`src/rtl/arb_pkg.sv`:
```
// Shared types and helpers for the round-robin arbiter family.
package arb_pkg;

   localparam logic ARB_RR    = 1'b0;
   localparam logic ARB_FIXED = 1'b1;

   typedef enum logic {IDLE = 1'b0, GRANT = 1'b1} state_t;

   // Input must be one-hot (or zero); OR-ing the indices avoids a priority chain.
   function automatic logic [4:0] onehot_to_idx(input logic [31:0] oh);
      logic [4:0] idx;
      idx = '0;
      for (int unsigned i = 0; i < 32; i++) begin
         if (oh[i]) idx = idx | 5'(i);
      end
      return idx;
   endfunction

endpackage

```
`src/rtl/rr_pick.sv`:
```
// Combinational winner picker: rotated double-width priority encode from start_ptr+1.
module rr_pick
   import arb_pkg::*;
#(
   parameter int N    = 4,
   parameter int IDXW = $clog2(N)
) (
   input  logic [N-1:0]    req,
   input  logic [IDXW-1:0] start_ptr,
   input  logic [N-1:0]    excl,
   input  logic            mode,
   output logic [N-1:0]    win,
   output logic            found
);

   logic [N-1:0]    masked;
   logic [N-1:0]    rot;
   logic [N-1:0]    oh;
   logic [IDXW-1:0] shamt;
   logic [2*N-1:0]  dbl_req;
   logic [2*N-1:0]  dbl_win;

   always_comb begin
      masked = req & ~excl;
      if (mode == ARB_FIXED) begin
         shamt = '0;
      end else if (start_ptr == IDXW'(N - 1)) begin
         shamt = '0;
      end else begin
         shamt = start_ptr + 1'b1;
      end

      dbl_req = {masked, masked} >> shamt;
      rot     = dbl_req[N-1:0];

      oh    = '0;
      found = 1'b0;
      for (int unsigned j = 0; j < N; j++) begin
         if (rot[j] && !found) begin
            oh[j] = 1'b1;
            found = 1'b1;
         end
      end

      // Rotate the one-hot back into requester order.
      dbl_win = {oh, oh} << shamt;
      win     = dbl_win[2*N-1:N];
   end

endmodule

```
`src/rtl/rr_arbiter_n.sv`:
```
// N-way arbiter with registered one-hot grants, burst-hold limit, lock and RR/fixed modes.
module rr_arbiter_n
   import arb_pkg::*;
#(
   parameter int N        = 4,
   parameter int MAX_HOLD = 4,
   parameter int IDXW     = $clog2(N)
) (
   input  logic            clk,
   input  logic            rst_n,
   input  logic [N-1:0]    req,
   input  logic            lock,
   input  logic            mode,
   output logic [N-1:0]    gnt,
   output logic            gnt_valid,
   output logic [IDXW-1:0] gnt_idx
);

   localparam int            HW       = (MAX_HOLD < 2) ? 1 : $clog2(MAX_HOLD + 1);
   localparam logic [HW-1:0] HOLD_MAX = HW'(MAX_HOLD);

   state_t          state, state_n;
   logic [N-1:0]    gnt_n;
   logic [IDXW-1:0] idx_n;
   logic [IDXW-1:0] last_ptr, ptr_n;
   logic [HW-1:0]   hold_cnt, hold_n;
   logic [N-1:0]    win;
   logic            found;
   logic            cur_req;
   logic            take;

   // Excluding the current grantee is harmless unless it still requests,
   // which is exactly the forced-rotation case.
   rr_pick #(
      .N    (N),
      .IDXW (IDXW)
   ) u_pick (
      .req       (req),
      .start_ptr (last_ptr),
      .excl      (gnt),
      .mode      (mode),
      .win       (win),
      .found     (found)
   );

   assign cur_req   = |(req & gnt);
   assign gnt_valid = |gnt;

   always_comb begin
      state_n = state;
      gnt_n   = gnt;
      idx_n   = gnt_idx;
      ptr_n   = last_ptr;
      hold_n  = hold_cnt;
      take    = 1'b0;

      case (state)
         IDLE: begin
            if (found) take = 1'b1;
         end
         GRANT: begin
            if (!cur_req) begin
               if (found) begin
                  take = 1'b1;
               end else begin
                  state_n = IDLE;
                  gnt_n   = '0;
                  hold_n  = '0;
               end
            end else if (lock || (MAX_HOLD == 0) || (hold_cnt < HOLD_MAX)) begin
               if (hold_cnt < HOLD_MAX) hold_n = hold_cnt + 1'b1;
            end else if (found) begin
               take = 1'b1;
            end
         end
         default: begin
            state_n = IDLE;
            gnt_n   = '0;
         end
      endcase

      if (take) begin
         state_n = GRANT;
         gnt_n   = win;
         idx_n   = IDXW'(onehot_to_idx(32'(win)));
         ptr_n   = idx_n;
         hold_n  = HW'(1);
      end
   end

   always_ff @(posedge clk or negedge rst_n) begin
      if (!rst_n) begin
         state    <= IDLE;
         gnt      <= '0;
         gnt_idx  <= '0;
         hold_cnt <= '0;
         last_ptr <= IDXW'(N - 1);
      end else begin
         state    <= state_n;
         gnt      <= gnt_n;
         gnt_idx  <= idx_n;
         hold_cnt <= hold_n;
         last_ptr <= ptr_n;
      end
   end

endmodule

```
`config.mk`:
```
export PLATFORM = sky130hd
export DESIGN_NAME = rr_arbiter_n
export DESIGN_NICKNAME = d
export VERILOG_FILES = /design/src/rtl/arb_pkg.sv /design/src/rtl/rr_pick.sv /design/src/rtl/rr_arbiter_n.sv
export SDC_FILE = /design/constraint.sdc
export NUM_CORES = 1
export LEC_CHECK = 0
export BUFFER_PORTS_ARGS = -buffer_cell sky130_fd_sc_hd__buf_4
export CAP_MARGIN = 10
export CORE_ASPECT_RATIO = 1.2
export CORE_UTILIZATION = 48
export DETAILED_ROUTE_END_ITERATION = 8
export GPL_ROUTABILITY_DRIVEN = 1
export PLACE_DENSITY = 0.81
export SYNTH_ARGS = -nofsm -noshare
export SYNTH_HDL_FRONTEND = slang
export SYNTH_SLANG_ARGS = --single-unit
export TNS_END_PERCENT = 20
```
`constraint.sdc`:
```
create_clock -name clk -period 1.7 [get_ports clk]
set_input_delay 0.34 -clock clk [delete_from_list [all_inputs] [get_ports clk]]
set_output_delay 0.34 -clock clk [all_outputs]
set_load 0.02 [all_outputs]
```
==> results.py, run 1 <==
metrics = {
    "status": {
        "status": "finished, violations left",
        "violations": "negative setup slack",
    },
    "timing": {
        "fmax_mhz": 576,
        "rsz0062_at_grt": "yes",
        "setup_viol": 2,
        "slew_headroom_pct": 74.4,
        "post-route-period-util_pct": 102,
        "setup_ws_ns": -0.0368,
        "min_period_ns": 1.74,
        "worst_slew_pin_slew_ns": 0.381,
        "hold_viol_final": 0,
        "finalMaxSlewViolations": 0,
        "finalClockSkew_ns": 0.00841,
    },
    "global_route": {
        "overflow": 0,
        "antenna_found_initial": 0,
        "grt_max_degree": 13,
        "grt_usage_pct": 29.4,
        "grt_pass1_vias": 827,
        "grt_first_pass_wirelength_mm": 3.69,
    },
    "logic_synthesis": {
        "yosysUniqueCellTypes": 39,
        "synth_compound_area_share_pct": 37.6,
        "synth_xor_xnor_area_share_pct": 1.07,
        "synthAdderAreaFrac_pct": 1.53,
        "postSynthAreaPerCell_um2": 9.60,
        "synth_top_area_cell": "dfrtp_1",
        "synth_mux_area_share_pct": 1.23,
        "synth_fp_nets": 94,
        "ys_warn_count": 0,
        "yosysSeqAreaShare_pct": 37.1,
        "synth_area_um2": 816,
        "synth_top_area_share_pct": 30.7,
        "synth_top_family_by_area": "compound AO/OA/AOI/OAI gates",
        "ys_ff_latch": 12,
        "yosys-top-cells-area": "dfrtp_1 31%, dfstp_2 6.4%, o21ai_0 4.3%, a21oi_1 3.7%, o2bb2ai_1 3.2%",
        "synthCells": 85,
        "synth-simple-area-share_pct": 17.3,
    },
    "critical_path": {
        "cp.required_ns": 1.36,
        "r2r-end": "last_ptr[0]$_DFFE_PN1P_",
        "r2r_cells": 6,
        "cp_data_arrival_time_ns": 1.40,
        "crit_path_start_kind": "register",
        "cp-end-kind": "output pin",
        "regToRegSetupSlack_ns": -0.03,
        "crit_type": "reg -> out",
        "r2r-start": "gnt[3]$_DFFE_PN0P_",
        "cp_max_fo": 5,
    },
    "drt": {
        "postRouteAntennaNets": 0,
        "wl_per_cell_um": 17.5,
        "vias_per_cell": 6.44,
        "drc": 0,
        "finalWirelength_mm": 2.30,
        "drtIter0Drc": 34,
        "vias": 844,
        "dr.pass1.iters": 4,
    },
    "pwr": {
        "power_mw": 1.97,
        "p_per_area_nw_per_um2": 1770,
        "vdd_drop_max_v": 0.00104,
        "cellLeakagePower_nw": 0.477,
    },
    "cells_and_area": {
        "synthToLayoutAreaGrowth_pct": 36.8,
        "utilization_pct": 74.3,
        "antenna_cells": 0,
        "nNetsFinal": 124,
        "final_common_cell": "buf_4",
        "final_layout_size_suffix_gt1_share_pct": 43.9,
        "final_cell_mix": "24 x buf_4, 7 x o21ai_0, 7 x dfrtp_1",
    },
    "clock_network": {
        "max-clock-path-buffers": 2,
        "numCtsBuffers": 3,
        "cts_tree": "done",
        "htreeDepth": 1,
        "root_buffer": "clkbuf_4",
        "clock_latency_ns": 0.27,
        "cts.sinks": 12,
        "clk_pin_slew_worst_paths_ns": 0.09,
    },
    "floorplanning": {
        "start_util_pct": 54.3,
        "rows": 15,
        "fp.dieArea_um2": 1870,
        "die_h_um": 47.2,
        "coreArea_um2": 1500,
        "die_w_um": 39.6,
        "io_pins": 15,
    },
    "place": {
        "io_buffers": 14,
        "place_hpwl_mm": 1.55,
        "gp_congestion": 0.816,
    },
    "run": {
        "maxCapViolations": 0,
    },
    "hold_path": {
        "hold_class": "in -> async",
    },
}
==> critical path: stages, from the launching register on <==
cell and delay [ns]:
dfrtp_2 0.44, or4_4 0.54, buf_6 0.15
==> layer usage <==
layer / up-vias / wire (um) / global-route usage (%) / share of wire, %
met5: - / 0 / 0 / 0
met4: 0 / 90 / 15.2 / 3.9
met3: 10 / 140 / 5.69 / 6.1
met2: 38 / 1150 / 47.9 / 50
met1: 403 / 913 / 36.5 / 40
li1: 393 / - / - / -
==> cell usage after synthesis (all sizes together) <==
cell type / number
buf: 2
and2b: 1
o31ai: 1
dfstp: 2
nor2b: 3
a21boi: 2
a22oi: 1
xnor2: 1
dfrtp: 10
a211oi: 4
nand2: 5
a32oi: 1
o31a: 1
or4: 2
or2: 1
a2111oi: 1
o221ai: 1
ha: 1
a31oi: 3
o21bai: 1
a22o: 2
a32o: 2
a21o: 1
a311oi: 1
and2: 1
nor2: 4
o211ai: 1
o21ai: 7
a21oi: 6
o2bb2ai: 3
mux2i: 1
nor3: 4
o311a: 1
inv: 2
nand2b: 4
clkbuf: 1
==> registers in the layout, summed over array words and instances (netlist names) <==
register and count:
gnt_idx 2, state 1, last_ptr 2, gnt 4
hold_cnt 3
==> what timing repair did <==
item	in CTS	in global routing
hold buffers	1	0
setup buffers	4	0
resized for setup	6	6
setup endpoints to repair	1	7
pin swaps	1	3
hold endpoints to repair	10	0
==> where the power goes <==
part           leakage [nW]  internal, mW  switching [mW]
combinational         0.317         0.563           0.630
clock                0.0210         0.130           0.101
sequential            0.139         0.426           0.125
total                 0.477          1.12           0.857
==> how the worst max path moves through the flow <==
stage / end / slack [ns] / from
2_1_floorplan: hold_cnt[0]$_DFFE_PN0P_ / 0.02 / gnt[0]$_DFFE_PN0P_
3_3_place_gp: gnt[1]$_DFFE_PN0P_ / -0.02 / req[1]
3_5_place_dp: gnt[1]$_DFFE_PN0P_ / -0.04 / req[1]
4_1_cts: gnt_valid / -0.03 / gnt[1]$_DFFE_PN0P_
5_1_grt: last_ptr[0]$_DFFE_PN1P_ / -0.12 / gnt[3]$_DFFE_PN0P_
6_report: gnt_valid / -0.04 / gnt[1]$_DFFE_PN0P_
==> logic make-up (layout without fill, tap and decap cells) <==
logic type | Yosys count | count (layout)
XOR/XNOR | 1 | 1
AND/OR/NAND/NOR | 25 | 25
adder cells (fa/ha/maj) | 1 | 1
multiplexers | 1 | 1
flip-flops | 12 | 12
AO/OA/AOI/OAI | 40 | 40
buffers and inverters | 5 | 34
==> through the flow <==
| step | std cells | hold WS, ns | setup TNS, ns | area [um^2] | worst slack [ns] |
|---|---|---|---|---|---|
| global placement | 122 | 0.183 | -0.0368 | 987 | -0.0193 |
| finish | 131 | 0.431 | -0.0690 | 1120 | -0.0368 |
| CTS | 131 | 0.438 | -0.0339 | 1080 | -0.0339 |
| detailed placement | 122 | 0.187 | -0.151 | 987 | -0.0443 |
| floorplan | 85 | 0.0444 | 0 | 820 | 0.0167 |
| global route | 131 | 0.452 | -0.290 | 1120 | -0.125 |
==> layout make-up <==
cell class	instances	area (um^2)
inverters	2	7.51
fillers	105	385
well taps	17	21.3
flip-flops and latches	12	307
multi-input cells	68	520
repair buffers	28	224
clock buffers	4	36.3
No activity file was read; power rests on OpenSTA's default activity.
==> run 2, diff against run 1 <==
--- a/config.mk
+++ b/config.mk
@@ -5,7 +5,7 @@
 export SDC_FILE = /design/constraint.sdc
 export NUM_CORES = 1
 export LEC_CHECK = 0
-export BUFFER_PORTS_ARGS = -buffer_cell sky130_fd_sc_hd__buf_4
+export BUFFER_PORTS_ARGS = -buffer_cell sky130_fd_sc_hd__buf_2
 export CAP_MARGIN = 10
 export CORE_ASPECT_RATIO = 1.2
 export CORE_UTILIZATION = 48
==> results.py, run 2 (same netlist as run 1, synthesis figures left out) <==
metrics = {
    "status": {
        "status": "finished, violations left",
        "violations": "negative setup slack",
    },
    "cells_and_area": {
        "final_cell_mix": "13 x buf_2, 11 x buf_4, 7 x dfrtp_1",
        "fill_cells": 122,
        "utilization_pct": 70.0,
        "top_register": "gnt",
        "final_layout_size_suffix_gt1_share_pct": 40.7,
        "synthToLayoutAreaGrowth_pct": 28.8,
        "multiInputGateArea_um2": 499,
        "nNetsFinal": 123,
        "largest_reg_flops": 4,
        "seqCellArea_um2": 307,
        "final_common_cell": "buf_2",
        "antenna_cells": 0,
        "largestRegisters": "gnt x4, hold_cnt x3",
    },
    "place": {
        "place_hpwl_mm": 1.65,
        "io_buffers": 14,
        "gp_congestion": 0.821,
        "preCtsSetupSlack_ns": -0.0316,
    },
    "pwr": {
        "vdd_drop_max_v": 0.000761,
        "power.internal_mw": 1.07,
        "switchingPower_mw": 0.828,
        "power_frac_seq_pct": 28.7,
        "power_mw": 1.90,
        "clock_power_share_pct": 12.0,
        "cellLeakagePower_nw": 0.464,
        "comb_power_share_pct": 59.3,
        "swShare_pct": 43.7,
        "p_per_area_nw_per_um2": 1800,
    },
    "clock_network": {
        "cts_tree": "done",
        "clock_latency_ns": 0.27,
        "clk_pin_slew_worst_paths_ns": 0.08,
        "root_buffer": "clkbuf_4",
        "htreeDepth": 1,
        "max-clock-path-buffers": 2,
        "numCtsBuffers": 3,
        "cts.sinks": 12,
    },
    "floorplanning": {
        "io_pins": 15,
        "die_w_um": 39.6,
        "die_h_um": 47.2,
        "coreArea_um2": 1500,
        "start_util_pct": 54.3,
        "fp.dieArea_um2": 1870,
        "rows": 15,
    },
    "global_route": {
        "grt_pass1_vias": 851,
        "overflow": 0,
        "grt_max_degree": 13,
        "grt_usage_pct": 30.1,
        "grt_first_pass_wirelength_mm": 3.77,
        "antenna_found_initial": 0,
    },
    "critical_path": {
        "crit_slowest_cell": "or4_4",
        "cp_data_arrival_time_ns": 1.38,
        "r2r-start": "gnt[0]$_DFFE_PN0P_",
        "crit_path_end": "gnt_valid",
        "r2r_cells": 5,
        "crit_path_start_kind": "register",
        "slowest_delay_ns": 0.54,
        "regToRegSetupSlack_ns": 0.01,
        "cp_cell_sequence": "or4_4 > buf_6",
        "r2r-end": "gnt[0]$_DFFE_PN0P_",
        "cp-end-kind": "output pin",
        "crit_start": "gnt[0]$_DFFE_PN0P_",
        "crit_type": "reg -> out",
        "cp_max_fo": 2,
        "cp.required_ns": 1.36,
    },
    "drt": {
        "finalWirelength_mm": 2.31,
        "drc": 0,
        "postRouteAntennaNets": 0,
        "vias_per_cell": 6.35,
        "vias": 825,
        "dr.pass1.iters": 4,
        "drtIter0Drc": 40,
        "wl_per_cell_um": 17.8,
    },
    "timing": {
        "hold_viol_final": 0,
        "fmax_mhz": 583,
        "setup_ws_ns": -0.0163,
        "holdWs_ns": 0.468,
        "setup_viol": 1,
        "slew_headroom_pct": 76.3,
        "min_period_ns": 1.72,
        "worst_slew_pin_slew_ns": 0.351,
        "post-route-period-util_pct": 101,
        "finalClockSkew_ns": 0.00209,
        "finalMaxSlewViolations": 0,
        "rsz0062_at_grt": "yes",
    },
    "hold_path": {
        "hold_class": "in -> async",
    },
    "run": {
        "maxCapViolations": 0,
    },
}
==> run 2: critical path, delay by kind of cell (launching register included) <==
family | cells | cell delay, ns
buf+inv | 1 | 0.15
flops | 1 | 0.42
simple gates | 1 | 0.54
==> run 2: layout make-up <==
type,count,area share (%)
multi-input combinational,68,47.5
sequential,12,29.2
timing repair buffer,27,17.1
clock buffer,4,3.45
tap,17,2.02
inverter,2,0.714
==> run 2: worst min path at each step <==
stage                     startpoint                 endpoint
final                          rst_n  hold_cnt[0]$_DFFE_PN0P_
after global placement         rst_n  hold_cnt[0]$_DFFE_PN0P_
after global routing           rst_n  hold_cnt[0]$_DFFE_PN0P_
after CTS                      rst_n  hold_cnt[0]$_DFFE_PN0P_
after detailed placement       rst_n  hold_cnt[0]$_DFFE_PN0P_
after floorplan                rst_n       gnt[0]$_DFFE_PN0P_
==> run 2: routing by layer <==
layer	share of wire, %	up-vias	GRT usage, %
met2	50	29	48.9
met5	0	-	0
met4	3.5	0	24.1
met1	43	399	34.5
li1	-	387	-
met3	3.6	10	4.74
==> run 2: what timing repair did <==
item / CTS / global route
setup endpoints to repair: 1 / 12
gates resized for setup: 3 / 6
endpoints found under the hold margin: 10 / 0
setup buffers: 4 / 0
hold buffers: 1 / 0
pin swaps: 1 / 2
==> run 2: metrics by stage <==
step	std cells	area, um^2	TNS (ns)
floorplan	85	820	0
global placement	122	952	-0.0104
detailed placement	122	952	-0.0893
CTS	130	1030	-0.00538
global route	130	1050	-0.106
finish	130	1050	-0.0163
==> run 2: power groups by stage <==
stage	logic, mW	clock network (mW)	registers [mW]
2_1_floorplan	0.653	0	0.584
3_3_place_gp	0.951	0	0.552
3_5_place_dp	0.980	0	0.553
4_1_cts	1.07	0.228	0.542
5_1_grt	1.21	0.243	0.560
6_report	1.12	0.227	0.544
